File: config.mk
export PLATFORM = sky130hd
export DESIGN_NAME = aidan_mcnay_div_unit
export DESIGN_NICKNAME = d
export VERILOG_FILES = /design/src/rtl/aidan_mcnay_div_unit_pkg.sv /design/src/rtl/aidan_mcnay_div_step.sv /design/src/rtl/aidan_mcnay_div_unit.sv
export SDC_FILE = /design/constraint.sdc
export NUM_CORES = 1
export LEC_CHECK = 0
export BUFFER_PORTS_ARGS = -buffer_cell sky130_fd_sc_hd__buf_2
export CORE_MARGIN = 3
export CORE_UTILIZATION = 46
export CTS_CLUSTER_DIAMETER = 120
export DETAILED_ROUTE_END_ITERATION = 8
export PLACE_DENSITY_LB_ADDON = 0.12
export SLEW_MARGIN = 20
export SYNTH_ARGS = -nofsm -noshare
export SYNTH_HDL_FRONTEND = slang
export SYNTH_HIERARCHICAL = 1
export SYNTH_SLANG_ARGS = --single-unit
export TNS_END_PERCENT = 100
File: constraint.sdc
create_clock -name clk -period 7.52 [get_ports clk]
set_input_delay 0.752 -clock clk [delete_from_list [all_inputs] [get_ports clk]]
set_output_delay 0.752 -clock clk [all_outputs]
set_load 0.05 [all_outputs]
File: src/rtl/aidan_mcnay_div_unit_pkg.sv
// Shared definitions for the iterative divider: the default operand width
// and the rule that sizes the step counter.
package aidan_mcnay_div_unit_pkg;

    localparam int DIV_NBITS_DEFAULT = 16;

    // Counter must be able to hold the value nbits itself.
    function automatic int div_cnt_width(input int n);
        return $clog2(n + 1);
    endfunction

endpackage

File: src/rtl/aidan_mcnay_div_step.sv
// One restoring shift-subtract step: shifts {R,Q} left by one, then
// subtracts the divisor from R and sets Q[0] when the shifted R covers it.
module aidan_mcnay_div_step
    import aidan_mcnay_div_unit_pkg::*;
#(
    parameter int nbits = DIV_NBITS_DEFAULT
) (
    input  logic [nbits:0]   rem,
    input  logic [nbits-1:0] quot,
    input  logic [nbits-1:0] divisor,
    output logic [nbits:0]   next_rem,
    output logic [nbits-1:0] next_quot
);

    logic [2*nbits:0] shifted;
    logic [nbits:0]   shifted_rem;
    logic             fits;

    // R is one bit wider than the divisor so the compare never overflows.
    always_comb begin
        shifted     = {rem, quot} << 1;
        shifted_rem = shifted[2*nbits:nbits];
        fits        = (shifted_rem >= {1'b0, divisor});
        next_rem    = fits ? (shifted_rem - {1'b0, divisor}) : shifted_rem;
        next_quot   = shifted[nbits-1:0] | {{(nbits-1){1'b0}}, fits};
    end

endmodule

File: src/rtl/aidan_mcnay_div_unit.sv
// Iterative unsigned divider with val/rdy streams. One quotient bit is
// produced per cycle, so latency is fixed at nbits cycles of CALC for any
// operands, divide-by-zero included.
`ifndef SRC_DIV_UNIT
`define SRC_DIV_UNIT

module aidan_mcnay_div_unit
    import aidan_mcnay_div_unit_pkg::*;
#(
    parameter int nbits = DIV_NBITS_DEFAULT
) (
    input  logic             clk,
    input  logic             reset,
    input  logic             istream_val,
    output logic             istream_rdy,
    input  logic [nbits-1:0] istream_dividend,
    input  logic [nbits-1:0] istream_divisor,
    output logic             ostream_val,
    input  logic             ostream_rdy,
    output logic [nbits-1:0] ostream_quotient,
    output logic [nbits-1:0] ostream_remainder
);

    localparam int CNT_W = div_cnt_width(nbits);

    localparam logic [1:0] IDLE = 2'd0;
    localparam logic [1:0] CALC = 2'd1;
    localparam logic [1:0] DONE = 2'd2;

    logic [1:0]       state;
    logic [CNT_W-1:0] count;
    logic [nbits:0]   rem;
    logic [nbits-1:0] quot;
    logic [nbits-1:0] divisor;
    logic [nbits:0]   step_rem;
    logic [nbits-1:0] step_quot;
    logic             last_step;

    assign last_step = (count == CNT_W'(1));

    aidan_mcnay_div_step #(
        .nbits (nbits)
    ) step (
        .rem       (rem),
        .quot      (quot),
        .divisor   (divisor),
        .next_rem  (step_rem),
        .next_quot (step_quot)
    );

    // Control FSM: accept in IDLE, iterate in CALC, hold result in DONE.
    always_ff @(posedge clk) begin
        if (reset) begin
            state <= IDLE;
        end else begin
            case (state)
                IDLE:    if (istream_val) state <= CALC;
                CALC:    if (last_step)   state <= DONE;
                DONE:    if (ostream_rdy) state <= IDLE;
                default: state <= IDLE;
            endcase
        end
    end

    // Operand load on input transfer, then one shift-subtract step per CALC cycle.
    always_ff @(posedge clk) begin
        if (reset) begin
            quot  <= '0;
            rem   <= '0;
            count <= '0;
        end else if (state == IDLE && istream_val) begin
            quot    <= istream_dividend;
            rem     <= '0;
            divisor <= istream_divisor;
            count   <= CNT_W'(nbits);
        end else if (state == CALC) begin
            quot  <= step_quot;
            rem   <= step_rem;
            count <= count - CNT_W'(1);
        end
    end

    // Handshakes decode from state only; results come straight from registers.
    always_comb begin
        istream_rdy       = (state == IDLE);
        ostream_val       = (state == DONE);
        ostream_quotient  = quot;
        ostream_remainder = rem[nbits-1:0];
    end

endmodule

`endif

After elaboration in Yosys (flattened, before gate mapping)
Cells that the tools add are included.
{"block": "totals", "register_bits": 55, "in_bits": 36, "wordCells": 32}
{"block": "op_classes", "addsub": 2, "n_lt_le_gt_ge": 1, "eq_ne": 6, "n_mux": 9, "bitwise_logic": 2, "n_reduce_logical": 6}
{"op": "$mux W16", "n": 3}
{"op": "$ge A17 B16 Y1", "n": 1}
{"op": "$or A16 B1 Y16", "n": 1}
{"op": "$sub A16 B16 Y16", "n": 1}
{"op": "$mux W5", "n": 2}
{"op": "$mux W2", "n": 3}
{"op": "$pmux W2 S3", "n": 1}
{"op": "$eq A5 B1 Y1 const B", "n": 1}
{"op": "$sub A5 B1 Y5 const B", "n": 1}
{"op": "$ne A2 B2 Y1 const B", "n": 2}
{"op": "$reduce_and A3 Y1", "n": 1}
{"op": "$eq A2 B1 Y1 const B", "n": 1}
{"op": "$eq A2 B2 Y1 const B", "n": 1}
{"op": "$logic_not A2 Y1", "n": 1}
{"op": "$ne A2 B1 Y1 const B", "n": 1}
{"op": "$reduce_and A2 Y1", "n": 1}
{"op": "$reduce_bool A2 Y1", "n": 1}
{"op": "$reduce_or A2 Y1", "n": 1}
{"op": "$logic_and A1 B1 Y1", "n": 1}
{"op": "$not A1 Y1", "n": 1}

Longest topological paths before layout
{"block": "depth", "ltp_word": 4, "depth_mapped": 13, "mapped_depth_nobuf": 12}

Cells and area by module
The synthesis kept the hierarchy.
{"module": "aidan_mcnay_div_unit", "n_inst": 1, "cells_per_inst": 221, "area_per_inst_um2": 2224.6, "seq_area_each_um2": 1281.2}
{"module": "aidan_mcnay_div_step", "n_inst": 1, "cells_per_inst": 153, "area_per_inst_um2": 1187.4, "seq_area_each_um2": 0.0}

Worst setup path before layout
OpenSTA, ideal clock, no wires.
{"block": "synth_timing", "path_type": "register to register", "start": "register quot[15], in the netlist ostream_quotient[15]", "end": "register rem[14]", "setup_ns": 0.116, "arrival_time_ns": 2.637, "required_ns": 7.404, "slack_ns": 4.767, "path_stages_with_launch": 13, "path_buffers": 0, "synth_period_minus_slack_ns": 2.753, "cell_sequence": "dfxtp_1 > inv_1 > ha_1 > fa_1 > nor2b_1 > o2111ai_1 > a31oi_1 > o2bb2ai_1 > a21oi_1 > xnor2_1 > mux2_4 > nand2_1 > a21oi_1"}
{"block": "synth_via", "elab_chain_cells": 2, "elab_cells_between_ends": 3, "classes_between": "1 x add/sub; 1 x order compare; 1 x mux"}
{"item": "start, declared", "line_no": "aidan_mcnay_div_unit.sv:33", "source": "logic [nbits-1:0] quot;"}
{"item": "start signal, assigned", "line_no": "aidan_mcnay_div_unit.sv:72", "source": "quot <= istream_dividend;"}
{"item": "start signal, assigned", "line_no": "aidan_mcnay_div_unit.sv:77", "source": "quot <= step_quot;"}
{"item": "$sub A16 B16 Y16 or $ge A17 B16 Y1 (tied branches)", "line_no": "aidan_mcnay_div_step.sv:24, aidan_mcnay_div_step.sv:23"}
{"item": "$mux W16 (*)", "line_no": "aidan_mcnay_div_step.sv:24", "source": "next_rem = fits ? (shifted_rem - {1'b0, divisor}) : shifted_rem;"}
{"item": "net step_rem[14]", "line_no": "aidan_mcnay_div_unit.sv:35", "source": "logic [nbits:0] step_rem;"}
{"item": "end signal, assigned", "line_no": "aidan_mcnay_div_unit.sv:78", "source": "rem <= step_rem;"}
{"item": "end, declared", "line_no": "aidan_mcnay_div_unit.sv:32", "source": "logic [nbits:0] rem;"}
Mark *: on every way through the listed nets, which the timed path passes. The rest lies on a longest branch.
A chain may end at the register's enable or synchronous reset.

Final worst setup path
{"block": "layout_timing", "start": "register divisor[4]", "end": "register rem[7]"}
{"block": "layout_via", "elab_chain_cells": 2, "elab_cells_between_ends": 3, "classes_between": "1 x add/sub; 1 x order compare; 1 x mux"}
{"item": "start, declared", "line_no": "aidan_mcnay_div_unit.sv:34", "source": "logic [nbits-1:0] divisor;"}
{"item": "start signal, assigned", "line_no": "aidan_mcnay_div_unit.sv:74", "source": "divisor <= istream_divisor;"}
{"item": "$sub A16 B16 Y16 or $ge A17 B16 Y1 (tied branches)", "line_no": "aidan_mcnay_div_step.sv:24, aidan_mcnay_div_step.sv:23"}
{"item": "$mux W16 (*)", "line_no": "aidan_mcnay_div_step.sv:24"}
{"item": "net step_rem[7]", "line_no": "aidan_mcnay_div_unit.sv:35"}
Marked as above.

==> impl_results.md <==
- Vias per inst: 5.13
- Routed wire per std cell: 13.7 um
- Worst VDD drop: 0.000122 V
- # rows: 30
- Reg2reg end: rem[7]
- Fmax achieved: 355 MHz
- ANT cells: 0
- Met1 wire length: 3220 um
- Antenna violations before repair: 0
- Post-Synthesis Cells: 364
- Area grow syn2layout: 6.18%
- Worst Hold Path EP: rem[11]
- Place WS: 4700 ps
- Min-delay src: rem[11]
- Largest net degree at the start of global routing: 22
- Vias in the first global route: 2557
- Boundary Pins: 70
- Worst-Skew Late Latency: 320 ps
- Slew Limit Fails: 0
- Worst setup EP type: register
- CP max FO: 17
- Initial DRC count: 40
- Clock Skew: 13.3 ps
- Met2 WL: 3030 um
- Final WL: 6710 um
- Core box area: 6910 um^2
- Status: finished clean
- Die Wd: 91.2 um
- Uppermost layer routed: met4
- P_leak: 0.00162 uW
- Reg2reg setup slack: 4700 ps
- Final hold vios: 0
- Crit path time final: 2820 ps
- Post-CTS setup buffer count: 0
- Final WS setup: 4700 ps
- GRT Overall Usage: 17.1%
- Vias after detailed routing: 2519
- CTS Buf Count: 5
- Post-Syn Nets: 419
- Power per cell area: 178 nW/um^2
- Total die area: 8320 um^2
- CP Launch Type: register
- Crit path kind: register to register
- 1st-pass router iterations: 4
- RSZ-0062 raised after global routing: no
- Least-Margin Pin Slew: 810 ps
- Synthesis warning total: 6
- Hold_buf cts: 0
- Mean Syn Cell Area: 9.18 um^2
- Initial Util: 48.4%
- Min-delay worst type: register to register
- Clock transition at the registers of the reported paths: 100 ps
- CP required: 7700 ps
- Die Y: 91.2 um
- Reg-to-Reg Start: divisor[4]
- Buffers on Ports: 69
- Maxcap violations: 0
- Final setup vio count: 0
- Arr. time, crit path: 3000 ps
- Detailed route wirelength on metal3: 401 um
- Area of the mapped netlist: 3340 um^2
- Overflow after GRT: 0
- TritonCTS clock tree: done
- Clock sinks: 55
- Final period utilization: 37.5%
- Tot Pwr: 630 uW
- Final net count: 449
- Htree depth: 2
- Util after Layout: 51.4%
- CTS Buffer Depth: 2
- Worst r2r path cells: 11
- Root buffer cell: clkbuf_8
- Total negative slack: 0 ps
- Placed wire-length estimate: 4850 um
- First-pass GRT wire length: 11900 um
- Layout cells sized above 1: 26.8%
- Hold path cells: 2
- Post-route ant nets: 0
- DRC: 0
- PostCTS Resize Cnt: 0
- Final Wtd Congestion: 0.866
- Worst slew margin: 46.0%
## state kept, by name, summed over array words and instances, names as in the netlist
signal / cells
count: 5
divisor: 16
ostream_quotient: 16
rem: 16
state: 2
## critical path, stage by stage (launching register included)
cell      delay [ps]
edfxtp_1         340
inv_1             40
ha_1             330
a21o_1           220
a31oi_1          170
o21ai_2          130
a21oi_4          190
o211ai_2         120
a21oi_4          590
mux2_2           410
nand2_1           60
a21oi_1           70
## layer usage
metal / vias up / GRT usage (%)
met2: 62 / 28.6
met3: 6 / 4.23
met1: 1151 / 21.8
li1: 1300 / -
met5: - / 0
met4: 0 / 4.77
## worst max-delay path by stage
stage | startpoint | endpoint | slack, ps | depth (start not counted)
after global placement | divisor[4] | rem[9] | 4750 | 11
after global routing | divisor[4] | rem[9] | 4490 | 11
after floorplan | ostream_quotient[15] | rem[14] | 4800 | 12
after detailed placement | divisor[4] | rem[7] | 4700 | 11
after CTS | divisor[4] | rem[7] | 4660 | 11
final | divisor[4] | rem[7] | 4700 | 11
## area by class of cell
type / count / area (um^2)
Clock buffer: 6 / 72.6
Timing Repair Buffer: 70 / 353
Tap cell: 96 / 120
Fill cell: 681 / 3360
Multi-Input combinational cell: 235 / 1620
Inverter: 27 / 101
Sequential cell: 55 / 1260
Clock inverter: 2 / 15.0
## report_power, final
part           leakage [uW]  switching [uW]  internal, uW
Sequential         0.000468            12.5           322
Combinational       0.00111            86.2          40.0
Clock             0.0000461             102          67.5
## per-stage QoR
step           cell area, um^2  instances  hold WS [ps]
3_5_place_dp              3460        483           488
2_1_floorplan             3340        364           454
4_1_cts                   3550        491           502
3_3_place_gp              3460        483           479
6_report                  3550        491           497
5_1_grt                   3550        491           518
## layout by cell type (no fill, tap or decap), types with 8 or more instances in the layout
| master | n |
|---|---|
| buf_2 | 69 |
| edfxtp_1 | 16 |
| nor2_1 | 29 |
| dfxtp_1 | 39 |
| inv_1 | 27 |
| mux2_2 | 8 |
| a211oi_1 | 17 |
| o22ai_1 | 16 |
| ha_1 | 18 |
| a21oi_1 | 28 |
| nand2_1 | 42 |
| xnor2_1 | 8 |
No activity file was read; power rests on OpenSTA's default activity.
